==> src/rtl/swi_pkg.sv <==
// Shared constants for the switch conditioner: bus layout, load field width
// and default debounce / auto-repeat periods.
package swi_pkg;

  localparam int NBITS_SWI        = 8;
  localparam int SWI_RESET_BIT    = 7;
  localparam int SWI_LOAD_BIT     = 6;
  localparam int LOAD_W           = 4;
  localparam int DEBOUNCE_DEFAULT = 4;
  localparam int REPEAT_DEFAULT   = 16;

  typedef logic [LOAD_W-1:0] load_val_t;

  // Bits needed for a counter running 0..n-1 (at least one bit).
  function automatic int cnt_width(input int n);
    return (n > 1) ? $clog2(n) : 1;
  endfunction

endpackage

==> src/rtl/swi_debounce_bit.sv <==
// One switch bit: two-flop synchronizer, run-length debounce counter,
// debounced level flop and registered rise/fall pulses.
module swi_debounce_bit
  import swi_pkg::*;
#(
  parameter int DEBOUNCE_CYCLES = DEBOUNCE_DEFAULT
) (
  input  logic clk_2,
  input  logic reset,
  input  logic raw,
  output logic stable,
  output logic rise,
  output logic fall
);

  localparam int               CNT_W    = cnt_width(DEBOUNCE_CYCLES);
  localparam logic [CNT_W-1:0] CNT_LAST = CNT_W'(DEBOUNCE_CYCLES - 1);

  logic             sync1_q, sync2_q;
  logic             stable_q, stable_d;
  logic             rise_q, rise_d;
  logic             fall_q, fall_d;
  logic [CNT_W-1:0] cnt_q, cnt_d;

  // The counter only runs while the synchronized input disagrees with the
  // accepted level; any agreement restarts the qualification window.
  always_comb begin
    stable_d = stable_q;
    cnt_d    = '0;
    if (sync2_q != stable_q) begin
      if (cnt_q == CNT_LAST) begin
        stable_d = sync2_q;
      end else begin
        cnt_d = cnt_q + CNT_W'(1);
      end
    end
    rise_d = stable_d & ~stable_q;
    fall_d = ~stable_d & stable_q;
  end

  always_ff @(posedge clk_2) begin
    if (reset) begin
      sync1_q  <= 1'b0;
      sync2_q  <= 1'b0;
      cnt_q    <= '0;
      stable_q <= 1'b0;
      rise_q   <= 1'b0;
      fall_q   <= 1'b0;
    end else begin
      sync1_q  <= raw;
      sync2_q  <= sync1_q;
      cnt_q    <= cnt_d;
      stable_q <= stable_d;
      rise_q   <= rise_d;
      fall_q   <= fall_d;
    end
  end

  assign stable = stable_q;
  assign rise   = rise_q;
  assign fall   = fall_q;

endmodule

==> src/rtl/swi_conditioner.sv <==
// Switch conditioner: per-bit debounce plus a load-request handshake driven by
// the load switch. Define SWI_AUTOREPEAT_EN to add periodic auto-repeat loads.
module swi_conditioner
  import swi_pkg::*;
#(
  parameter int NBITS           = NBITS_SWI,
  parameter int DEBOUNCE_CYCLES = DEBOUNCE_DEFAULT,
  parameter int REPEAT_CYCLES   = REPEAT_DEFAULT
) (
  input  logic              clk_2,
  input  logic              reset,
  input  logic [NBITS-1:0]  swi_raw,
  output logic [NBITS-1:0]  swi_stable,
  output logic [NBITS-1:0]  rise,
  output logic [NBITS-1:0]  fall,
  output logic              reset_req,
  output logic              load_valid,
  input  logic              load_ready,
  output logic [LOAD_W-1:0] load_value,
  output logic              overrun
);

  if (NBITS < NBITS_SWI || DEBOUNCE_CYCLES < 2 || DEBOUNCE_CYCLES > 255 ||
      REPEAT_CYCLES < 1) begin : g_bad_cfg
    $error("swi_conditioner: NBITS, DEBOUNCE_CYCLES or REPEAT_CYCLES out of range");
  end

  logic [NBITS-1:0] stable_w;
  logic [NBITS-1:0] rise_w;
  logic [NBITS-1:0] fall_w;

  for (genvar i = 0; i < NBITS; i++) begin : g_bit
    swi_debounce_bit #(
      .DEBOUNCE_CYCLES(DEBOUNCE_CYCLES)
    ) u_bit (
      .clk_2  (clk_2),
      .reset  (reset),
      .raw    (swi_raw[i]),
      .stable (stable_w[i]),
      .rise   (rise_w[i]),
      .fall   (fall_w[i])
    );
  end

  logic rpt_tick;

`ifdef SWI_AUTOREPEAT_EN
  localparam int               RPT_W    = cnt_width(REPEAT_CYCLES);
  localparam logic [RPT_W-1:0] RPT_LAST = RPT_W'(REPEAT_CYCLES - 1);

  logic [RPT_W-1:0] rpt_cnt_q, rpt_cnt_d;

  // The rise cycle itself issues the first request, so counting starts on
  // the following cycle and each tick lands a whole period after the last.
  always_comb begin
    rpt_cnt_d = '0;
    rpt_tick  = 1'b0;
    if (stable_w[SWI_LOAD_BIT] && !rise_w[SWI_LOAD_BIT]) begin
      if (rpt_cnt_q == RPT_LAST) begin
        rpt_tick = !stable_w[SWI_RESET_BIT];
      end else begin
        rpt_cnt_d = rpt_cnt_q + RPT_W'(1);
      end
    end
  end

  always_ff @(posedge clk_2) begin
    if (reset) begin
      rpt_cnt_q <= '0;
    end else begin
      rpt_cnt_q <= rpt_cnt_d;
    end
  end
`else
  assign rpt_tick = 1'b0;
`endif

  logic      req;
  logic      load_valid_q, load_valid_d;
  load_val_t load_value_q, load_value_d;
  logic      overrun_q, overrun_d;

  assign req = (rise_w[SWI_LOAD_BIT] | rpt_tick) & ~stable_w[SWI_RESET_BIT];

  // Counter reset wins over everything; a new request wins over a transfer
  // so back-to-back requests are never dropped.
  always_comb begin
    load_valid_d = load_valid_q;
    load_value_d = load_value_q;
    overrun_d    = overrun_q;
    if (rise_w[SWI_RESET_BIT]) begin
      load_valid_d = 1'b0;
    end else if (req) begin
      load_valid_d = 1'b1;
      load_value_d = stable_w[LOAD_W-1:0];
      if (load_valid_q && !load_ready) begin
        overrun_d = 1'b1;
      end
    end else if (load_valid_q && load_ready) begin
      load_valid_d = 1'b0;
    end
  end

  always_ff @(posedge clk_2) begin
    if (reset) begin
      load_valid_q <= 1'b0;
      load_value_q <= '0;
      overrun_q    <= 1'b0;
    end else begin
      load_valid_q <= load_valid_d;
      load_value_q <= load_value_d;
      overrun_q    <= overrun_d;
    end
  end

  assign swi_stable = stable_w;
  assign rise       = rise_w;
  assign fall       = fall_w;
  assign reset_req  = stable_w[SWI_RESET_BIT];
  assign load_valid = load_valid_q;
  assign load_value = load_value_q;
  assign overrun    = overrun_q;

endmodule

==> config.mk <==
export PLATFORM = sky130hd
export DESIGN_NAME = swi_conditioner
export DESIGN_NICKNAME = d
export VERILOG_FILES = /design/src/rtl/swi_pkg.sv /design/src/rtl/swi_debounce_bit.sv /design/src/rtl/swi_conditioner.sv
export SDC_FILE = /design/constraint.sdc
export NUM_CORES = 1
export LEC_CHECK = 0
export ABC_AREA = 1
export CORE_MARGIN = 10
export CORE_UTILIZATION = 55
export DETAILED_ROUTE_END_ITERATION = 8
export PLACE_DENSITY = 0.86
export SYNTH_ARGS = -nofsm -noshare
export SYNTH_HDL_FRONTEND = slang
export SYNTH_SLANG_ARGS = --single-unit
==> constraint.sdc <==
create_clock -name clk_2 -period 1.86 [get_ports clk_2]
set_input_delay 0.465 -clock clk_2 [delete_from_list [all_inputs] [get_ports clk_2]]
set_output_delay 0.465 -clock clk_2 [all_outputs]
set_load 0.02 [all_outputs]
==> flow_summary.ini <==
[cts]
cts_buffers = 9
tritoncts = done
h-tree-depth = 3
ctsRootBufferMaster = clkbuf_8
clk_latency_ns = 0.32
path_clk_slew_ns = 0.07
cts_resized = 5
cts_buffer_depth = 2
numClockSinks = 62
cts_hold_buf = 0
cts_setup_buffers = 0

[setup_path]
cp_num_buf_inv = 1
worstPathMaxFanout = 2
cp-start-kind = register
path_delay_family = buffers and inverters
cp_cell_sequence = clkdlybuf4s50_1
timing.rr.start = g_bit[0].u_bit.cnt_q[0]
reg2reg_slack_ns = 0.77
required_ns = 1.39
critical_path.startpoint = load_valid
path_class = reg2out
cp-end-kind = output port
cpMaxStageDelayCell = clkdlybuf4s50_1
cp.arrival_ns = 1.27
max_stage_delay_ns = 0.62

[status]
status = completed

[power_and_ir_drop]
internal_power_mw = 2.15
leakagePower_nw = 1.27
switching_share_pct = 20.1
pwr-share-seq_pct = 50.8
power_frac_clock_pct = 46.0
ir_drop_mv = 0.582
p_comb_share_pct = 3.2
powerDensity_nw_per_um2 = 910
p_sw_uw = 540

[global_routing]
antenna_found_initial = 0
grt_start_max_net_pins = 21
grt_pass1_vias = 1515
grt_pass1_wl_um = 6440
grt_use_total_pct = 10.7
grt_remaining_overflow = 0

[synthesis]
synth_compound_area_share_pct = 7.35
ys.warnings.count = 0
yosys.area_share.simple_pct = 21.7
netlist_top_cells_area = dfxtp_1 50%, nor2_1 7.9%, buf_4 7.3%
synthCells = 266
yosysUniqueCellTypes = 21
synth_xor_area_share_pct = 0
synth_top_family_by_area = simple AND/OR/NAND/NOR gates
syn_avg_cell_area_sq_um = 9.34
yosys.area.top_type_share_pct = 49.9
synth_fa_ha_area_share_pct = 4.03
ys_ff_latch = 62
netlist_area_sq_um = 2480
ys_seq_area_share_pct = 49.9
synthMuxAreaShare_pct = 0
syn_nets = 285
synth.largest_area_cell = dfxtp_1

[floorplanning]
die_x_um = 87.2
core_area_sq_um = 4350
die_area_sq_um = 7610
die_height_um = 87.2
initial_core_util_pct = 57.1
rows = 24
ioPinCount = 42

[finish]
final_nets = 310
final_common_cell = dfxtp_1
diodes = 0
layout_common_cells = 62 x dfxtp_1, 52 x nor2_1, 48 x inv_1
area_growth_pct = 18.9
fin_util_pct = 67.8
post_route_cells_drive_above_1_share_pct = 17.6
fillers = 344

[sta]
fin_skew_ns = 0.00506
timing.fmax_mhz = 576
worst_slew_pin_slew_ns = 0.316
grt_setup_unrepaired = false
fin_ws_ns = 0.123
slew_violations = 0
final.min_clock_period_ns = 1.74
finalHoldViolCount = 0
slew_headroom_pct = 78.7
fin_setup_tns_ns = 0
finalCritPeriodShare_pct = 93.4
setup-violations-final = 0

[placement]
place_hpwl_um = 2830
dp_slack_ns = 0.269
gp_congestion = 0.782
io_buffers = 41

[drt]
dr.pass1.iters = 4
wl_per_cell_um = 10.8
ant_nets = 0
routed_wl_um = 3760
drcViolationCount = 0
dr.first_iter.drc_count = 44
route.vias.total = 1569
vias_per_cell = 4.51

[worst_hold_path]
worstHoldStart = g_bit[4].u_bit.sync1_q
hp-class = reg2reg

[job]
drv_cap = 0
cell families (layout without fill, tap and decap cells):
logic type | after synthesis | count (layout)
AO/OA/AOI/OAI | 27 | 27
adder cells (fa/ha/maj) | 8 | 8
buffers and inverters | 78 | 108
flip-flops | 62 | 62
AND/OR/NAND/NOR | 91 | 91
layer usage:
| layer | GRT usage [%] | vias to the layer above | share of wire [%] |
|---|---|---|---|
| li1 | - | 839 | - |
| met5 | 0 | - | 0 |
| met2 | 18.3 | 31 | 51 |
| met1 | 10.4 | 693 | 40 |
| met3 | 3.37 | 6 | 6.9 |
| met4 | 8.55 | 0 | 2.6 |
final cells by class:
class	instances	area, sq um	share of cell area (%)
sequential	62	1240	42.0
clock buffer	13	179	6.06
tap	52	65.1	2.20
inverter	49	184	6.23
timing repair buffer	43	424	14.4
clock inverter	3	40.0	1.36
multi-input combinational	126	821	27.8
sequential cells by signal, summed over array words and instances, names as in the netlist:
| signal | count |
|---|---|
| load_valid | 1 |
| g_bit.u_bit.sync1_q | 8 |
| g_bit.u_bit.fall | 8 |
| g_bit.u_bit.cnt_q | 16 |
| g_bit.u_bit.stable | 8 |
| g_bit.u_bit.sync2_q | 8 |
| overrun | 1 |
| load_value | 4 |
| g_bit.u_bit.rise | 8 |
metrics by stage:
stage | area [sq um] | total power, mW | hold slack, ns | instances
CTS | 2940 | 2.73 | 0.401 | 348
finish | 2950 | 2.69 | 0.399 | 348
global placement | 2730 | 1.48 | 0.390 | 332
detailed placement | 2730 | 1.48 | 0.392 | 332
global route | 2950 | 2.79 | 0.407 | 348
floorplan | 2480 | 1.46 | 0.388 | 266
synth_stat cells:
library cell / instances
nand2_2: 1
inv_1: 48
buf_6: 3
o21ai_0: 3
nor4_4: 8
buf_12: 1
nand3_1: 1
o21a_1: 1
nor3_2: 6
buf_2: 1
inv_2: 1
nor2_2: 5
ha_1: 8
a21oi_2: 6
nor2_1: 52
dfxtp_1: 62
nand2_1: 16
buf_4: 24
nor3_1: 2
o21ai_2: 6
a21oi_1: 11
power by group through the flow:
stage | combinational, mW | clock, mW | sequential, mW
after floorplan | 0.0657 | 0 | 1.39
after global placement | 0.0846 | 0 | 1.39
after detailed placement | 0.0863 | 0 | 1.40
after CTS | 0.0864 | 1.27 | 1.37
after global routing | 0.0966 | 1.32 | 1.37
final | 0.0846 | 1.24 | 1.37
path summary, 6_finish.rpt:
path | to | depth (start not counted)
min reg2reg | g_bit[4].u_bit.sync2_q | 2
min | g_bit[4].u_bit.sync2_q | 2
max | load_valid | 1
max reg2reg | g_bit[0].u_bit.stable | 4
Power figures use the tool's default switching activity.
